[src/rtl/tmr_elink_voter_mon_pkg.sv]
// Shared state encoding and helpers for the TMR e-link voter and its per-copy monitors.
package tmr_elink_voter_mon_pkg;

  localparam int unsigned ST_W = 2;

  localparam logic [ST_W-1:0] ST_OK      = 2'd0;
  localparam logic [ST_W-1:0] ST_SUSPECT = 2'd1;
  localparam logic [ST_W-1:0] ST_FAULTY  = 2'd2;

  function automatic logic [1:0] fault_count(input logic [2:0] f);
    return {1'b0, f[0]} + {1'b0, f[1]} + {1'b0, f[2]};
  endfunction

endpackage

[src/rtl/tmr_elink_voter_mon_copy_monitor.sv]
// Per-copy health monitor: OK/SUSPECT/FAULTY FSM with run counter and saturating error counter.
module tmr_copy_monitor
  import tmr_elink_voter_mon_pkg::*;
#(
  parameter int unsigned FAULT_THRESH = 4,
  parameter int unsigned ERR_CNT_W    = 16
) (
  input  logic                 clk,
  input  logic                 rst,
  input  logic                 valid_i,
  input  logic                 mism_i,
  input  logic                 clr_i,
  output logic [ST_W-1:0]      state_o,
  output logic [ERR_CNT_W-1:0] err_cnt_o
);

  localparam int unsigned RUN_W = $clog2(FAULT_THRESH + 1);
  localparam logic [RUN_W-1:0] RUN_MAX = RUN_W'(FAULT_THRESH);

  logic [ST_W-1:0]      state_q, state_d;
  logic [RUN_W-1:0]     run_q, run_d, run_inc;
  logic [ERR_CNT_W-1:0] cnt_q, cnt_d;

  always_comb begin
    state_d = state_q;
    run_d   = run_q;
    run_inc = run_q + RUN_W'(1);
    if (valid_i) begin
      case (state_q)
        ST_OK: begin
          if (mism_i) begin
            state_d = ST_SUSPECT;
            run_d   = RUN_W'(1);
          end
        end
        ST_SUSPECT: begin
          if (!mism_i) begin
            state_d = ST_OK;
            run_d   = '0;
          end else if (run_inc == RUN_MAX) begin
            state_d = ST_FAULTY;
            run_d   = '0;
          end else begin
            run_d = run_inc;
          end
        end
        ST_FAULTY: begin
          if (mism_i) begin
            run_d = '0;
          end else if (run_inc == RUN_MAX) begin
            state_d = ST_OK;
            run_d   = '0;
          end else begin
            run_d = run_inc;
          end
        end
        default: begin
          state_d = ST_OK;
          run_d   = '0;
        end
      endcase
    end
  end

  // Clear takes priority over a same-cycle increment; counter sticks at all-ones.
  always_comb begin
    cnt_d = cnt_q;
    if (clr_i) begin
      cnt_d = '0;
    end else if (valid_i && mism_i && (cnt_q != '1)) begin
      cnt_d = cnt_q + ERR_CNT_W'(1);
    end
  end

  always_ff @(posedge clk or posedge rst) begin
    if (rst) begin
      state_q <= ST_OK;
      run_q   <= '0;
      cnt_q   <= '0;
    end else begin
      state_q <= state_d;
      run_q   <= run_d;
      cnt_q   <= cnt_d;
    end
  end

  assign state_o   = state_q;
  assign err_cnt_o = cnt_q;

endmodule

[src/rtl/tmr_elink_voter_mon.sv]
// Triple-modular-redundancy voter for e-link trigger words with per-copy health monitoring.
module tmr_elink_voter_mon
  import tmr_elink_voter_mon_pkg::*;
#(
  parameter int unsigned WIDTH        = 12,
  parameter int unsigned LANES        = 1,
  parameter int unsigned ERR_CNT_W    = 16,
  parameter int unsigned FAULT_THRESH = 4
) (
  input  logic                   clk,
  input  logic                   rst,
  input  logic                   in_valid,
  input  logic [LANES*WIDTH-1:0] data_in1,
  input  logic [LANES*WIDTH-1:0] data_in2,
  input  logic [LANES*WIDTH-1:0] data_in3,
  input  logic                   cnt_clr,
  output logic [LANES*WIDTH-1:0] voted,
  output logic                   out_valid,
  output logic [2:0]             mismatch,
  output logic                   multi_err,
  output logic                   degraded,
  output logic [ERR_CNT_W-1:0]   err_cnt1,
  output logic [ERR_CNT_W-1:0]   err_cnt2,
  output logic [ERR_CNT_W-1:0]   err_cnt3,
  output logic [5:0]             copy_state,
  output logic [2:0]             fault
);

  localparam int unsigned DW = LANES * WIDTH;

  logic [DW-1:0]   maj, sel;
  logic [2:0]      mism, fault_now;
  logic            multi, degr_sel;
  logic [ST_W-1:0] st1, st2, st3;

  logic [DW-1:0] voted_q, voted_d;
  logic          ovalid_q;
  logic [2:0]    mism_q, mism_d;
  logic          multi_q, multi_d;
  logic          degr_q, degr_d;

  assign maj = (data_in1 & data_in2) | (data_in1 & data_in3) | (data_in2 & data_in3);

  assign mism[0] = |(data_in1 ^ maj);
  assign mism[1] = |(data_in2 ^ maj);
  assign mism[2] = |(data_in3 ^ maj);

  always_comb begin
    multi = 1'b0;
    for (int unsigned l = 0; l < LANES; l++) begin
      if ((data_in1[l*WIDTH +: WIDTH] != data_in2[l*WIDTH +: WIDTH]) &&
          (data_in1[l*WIDTH +: WIDTH] != data_in3[l*WIDTH +: WIDTH]) &&
          (data_in2[l*WIDTH +: WIDTH] != data_in3[l*WIDTH +: WIDTH])) begin
        multi = 1'b1;
      end
    end
  end

  // Degraded selection looks at the FSM state held before this sample.
  assign fault_now = {st3 == ST_FAULTY, st2 == ST_FAULTY, st1 == ST_FAULTY};
  assign degr_sel  = (fault_count(fault_now) == 2'd2);

  always_comb begin
    case (fault_now)
      3'b011:  sel = data_in3;
      3'b101:  sel = data_in2;
      3'b110:  sel = data_in1;
      default: sel = maj;
    endcase
  end

  always_comb begin
    voted_d = voted_q;
    mism_d  = '0;
    multi_d = 1'b0;
    degr_d  = 1'b0;
    if (in_valid) begin
      voted_d = sel;
      mism_d  = mism;
      multi_d = multi;
      degr_d  = degr_sel;
    end
  end

  always_ff @(posedge clk or posedge rst) begin
    if (rst) begin
      voted_q  <= '0;
      ovalid_q <= 1'b0;
      mism_q   <= '0;
      multi_q  <= 1'b0;
      degr_q   <= 1'b0;
    end else begin
      voted_q  <= voted_d;
      ovalid_q <= in_valid;
      mism_q   <= mism_d;
      multi_q  <= multi_d;
      degr_q   <= degr_d;
    end
  end

  tmr_copy_monitor #(.FAULT_THRESH(FAULT_THRESH), .ERR_CNT_W(ERR_CNT_W)) u_mon1 (
    .clk(clk), .rst(rst), .valid_i(in_valid), .mism_i(mism[0]), .clr_i(cnt_clr),
    .state_o(st1), .err_cnt_o(err_cnt1)
  );

  tmr_copy_monitor #(.FAULT_THRESH(FAULT_THRESH), .ERR_CNT_W(ERR_CNT_W)) u_mon2 (
    .clk(clk), .rst(rst), .valid_i(in_valid), .mism_i(mism[1]), .clr_i(cnt_clr),
    .state_o(st2), .err_cnt_o(err_cnt2)
  );

  tmr_copy_monitor #(.FAULT_THRESH(FAULT_THRESH), .ERR_CNT_W(ERR_CNT_W)) u_mon3 (
    .clk(clk), .rst(rst), .valid_i(in_valid), .mism_i(mism[2]), .clr_i(cnt_clr),
    .state_o(st3), .err_cnt_o(err_cnt3)
  );

  assign voted      = voted_q;
  assign out_valid  = ovalid_q;
  assign mismatch   = mism_q;
  assign multi_err  = multi_q;
  assign degraded   = degr_q;
  assign copy_state = {st3, st2, st1};
  assign fault      = fault_now;

endmodule

[config.mk]
export PLATFORM = sky130hd
export DESIGN_NAME = tmr_elink_voter_mon
export DESIGN_NICKNAME = d
export VERILOG_FILES = /design/src/rtl/tmr_elink_voter_mon_pkg.sv /design/src/rtl/tmr_elink_voter_mon_copy_monitor.sv /design/src/rtl/tmr_elink_voter_mon.sv
export SDC_FILE = /design/constraint.sdc
export NUM_CORES = 1
export LEC_CHECK = 0
export ABC_AREA = 1
export BUFFER_PORTS_ARGS = -buffer_cell sky130_fd_sc_hd__buf_2
export CAP_MARGIN = 20
export CORE_ASPECT_RATIO = 0.75
export CORE_MARGIN = 3
export CORE_UTILIZATION = 45
export CTS_CLUSTER_SIZE = 40
export DETAILED_ROUTE_END_ITERATION = 8
export PLACE_DENSITY = 0.7
export SYNTH_ARGS = -nofsm -noshare
export SYNTH_HDL_FRONTEND = slang
export SYNTH_SLANG_ARGS = --single-unit
[constraint.sdc]
create_clock -name clk -period 2.25 [get_ports clk]
set_input_delay 0.225 -clock clk [delete_from_list [all_inputs] [get_ports clk]]
set_output_delay 0.225 -clock clk [all_outputs]
set_load 0.05 [all_outputs]
==> key figures <==
Detailed routing
  – Total wire length: 17100 um
  – DRC violations left: 0
  – DRT Pass-1 Iters: 5
  – Vias per inst: 5.17
  – Antenna viol nets, final: 0
  – Via count: 6398
  – Initial DRC count: around 520
  – WL/cell: 13.8 um

Die
  – Die width: 145 um
  – IO Count: 115
  – Initial core utilization: 46.7%
  – Core ar.: 13900 um2
  – Die area: 16000 um2
  – Row cnt: 37
  – Chip height: 110 um

Clock network
  – Worst-Skew Late Latency: 0.34 ns
  – Sink Count: 81
  – Clk slew on worst S/H paths: 0.06 ns
  – Post-CTS sizing: 0
  – H-tree depth: 3
  – Root Buffer: clkbuf_16
  – CTS tree: yes
  – CTS Buffer Depth: 2
  – CTS hold repair buffers: 0
  – Num CTS Buffers: 9
  – Postcts setup bufs: 0

STA
  – Slew Limit Headroom: 55.0%
  – Final setup violation count: 0
  – Final hold slack: -0.0126 ns
  – Total negative setup slack: 0 ns
  – Fmax achieved: 490 MHz
  – Min Tclk post-route: 2.04 ns
  – Final Cycle Share: 90.8%
  – Final Skew: 0.00769 ns
  – Final hold violations: 17
  – Final Max Tran Viols: 0
  – RSZ-0062 raised after global routing: false
  – Slew @ Worst Pin: just under 0.7 ns

Logic synthesis
  – Area contributors post-synth: dfrtp_1 (31%), nand2_1 (16%), ha_1 (8.7%)
  – Async set-reset flop share out of synthesis: 100%
  – Netlist Area Pre-Place: between 6000 and 7000 um2
  – Post-Synthesis Cells: between 900 and 1000
  – Post-synth net total: about 1000
  – Yosys top cell by area: dfrtp_1
  – Post-synth EDFFs: 0
  – Mapped Avg Cell Area: 7.07 um2
  – Top cell type's share of synthesized area: between 30% and 40%
  – Synthesized flop and latch total: between 80 and 90
  – Register area share after synthesis: 31.1%
  – Yosys warns: 0
  – Cell variety after synth: 40
  – Synth Flop Type: dfrtp_1

Setup path
  – Crit. End Element: flop
  – Worst EP arrival: 2.29 ns
  – R2R cell count: 11
  – Startpoint Class: flop
  – Required @ worst endpoint: 2.50 ns
  – Crit Path Max Fanout: 14
  – Setup CP Type: reg -> reg

Pwr
  – Lkg Pwr: 4.18 nW
  – Cell Pwr Density: roughly 800 nW/um2
  – VDD IR max: around 480 uV

Placed design
  – RePlAce Congestion: 0.935
  – Count of input and output buffers: 114
  – Dpl cells: 1221
  – Final HPWL DP: about 13000 um

Global route
  – Vias in the first global route: 5722
  – GRT Total Usage: 21.8%
  – Remaining Overflow, GRT: 0
  – First-pass GRT wire length: around 28000 um
  – Initial antenna violation count: 0
  – Largest net degree at the start of global routing: just over 80

Layout
  – # diodes: 0
  – Utilization after layout: 55.2%
  – Layout Nets: 1123
  – Share of post-route cells with drive strength above 1: 19.1%
  – Final non-filler cell total: 1237
  – Area Overhead vs Synth: 18.1%

Outcome
  – Status: finished, violations left
  – Failing checks: negative hold slack

Flow run
  – Max_cap viols: 0

Worst hold path
  – Worst Hold Class: in -> async
==> sequential cells by signal, summed over array words and instances (netlist names) <==
signal	flops
u_mon1.err_cnt_o	16
u_mon2.err_cnt_o	16
u_mon3.err_cnt_o	16
voted	12
mismatch	3
u_mon1.run_q	3
u_mon2.run_q	3
u_mon3.run_q	3
u_mon1.state_o	2
u_mon2.state_o	2
u_mon3.state_o	2
degraded	1
multi_err	1
out_valid	1
==> power breakdown <==
part	internal (W)	switching, W
Clock	0.00110	0.000632
Combinational	0.000693	0.00183
Sequential	0.00168	0.000198
Total	0.00347	0.00266
==> layout by cell type (no fill, tap or decap), drive strengths merged, types with 27 or more instances in the layout <==
cell and count:
inv 110, o21ai 29, buf 125, nand2 293, nand4 27, ha 45, nand3 103, dfrtp 81
nor2 92, xor2 30
==> worst max-delay path, stage by stage, from the launching register on <==
cell     delay (ns)
dfrtp_1        0.43
ha_1           0.21
nand2_1        0.07
inv_2          0.07
nand2_2        0.07
nor3_4         0.20
nand2_2        0.12
nor2_4         0.11
nand4_4        0.16
nand2_8        0.18
nand2_4        0.13
o21ai_0        0.19
==> final timing paths <==
path / startpoint / to / slack, ns
min: rst / u_mon2.err_cnt_o[9] / -0.01
min in group clk: in_valid / out_valid / 0.15
max in group asynchronous: rst / u_mon1.err_cnt_o[11] / 1.89
min reg2reg: voted[8] / voted[8] / 0.49
max: u_mon3.err_cnt_o[1] / u_mon3.err_cnt_o[0] / 0.21
max reg2reg: u_mon3.err_cnt_o[1] / u_mon3.err_cnt_o[0] / 0.21
==> cells in the mapped netlist, types with 3 or more instances <==
cell type    n
dfrtp_1     81
buf_2        4
clkbuf_1    10
or2_2        3
inv_1      103
nand2_1    284
ha_1        45
nor3_1      14
o22ai_1      8
buf_6        6
o21ai_2     12
nand2_2      4
nor2_1      78
nor2_2      10
nand3_2      7
nand3_1     95
nor2_4       4
o221ai_1     4
nand4_1     26
xor2_1      30
nor4_1      13
nor3b_1      3
xnor2_1      7
inv_2        5
a21oi_1     20
o21ai_0     15
nand2_4      5
nand3b_1    11
==> area by class of cell <==
cell class | instances | area (um2)
Clock buffer | 9 | 225
Clock inverter | 7 | 125
Fill cell | 1344 | 6250
Inverter | 110 | 419
Multi-Input combinational cell | 710 | 3960
Sequential cell | 81 | 2030
Tap cell | 195 | 244
Timing Repair Buffer | 125 | 691
==> routing by layer <==
metal	vias to the layer above	share of wire [%]	track usage [%]
li1	3249	-	-
met1	2913	50	33.3
met2	211	42	31.2
met3	25	7.4	5.13
met4	0	1.2	4.79
met5	-	0	0
==> through the flow <==
step                area (um2)  setup WS [ns]  hold slack [ns]  total power (W)
CTS                       7680          0.149           0.0206          0.00618
finish                    7690          0.207          -0.0126          0.00613
global placement          7330          0.177            0.384          0.00439
detailed placement        7330          0.110            0.388          0.00442
global route              7690        0.00540           0.0431          0.00654
floorplan                 6520         0.0743            0.256          0.00373
==> kinds of logic after synthesis <==
group | Yosys count | synth area share (%)
and+or+nand+nor | 561 | 39.9
xor gates and xnor gates | 37 | 4.98
DFF | 81 | 31.1
AOI/OAI and AO/OA | 66 | 6.73
adders and majority gates | 46 | 8.96
buffers and inverters | 130 | 8.30
(Power assumes the default switching activity.)
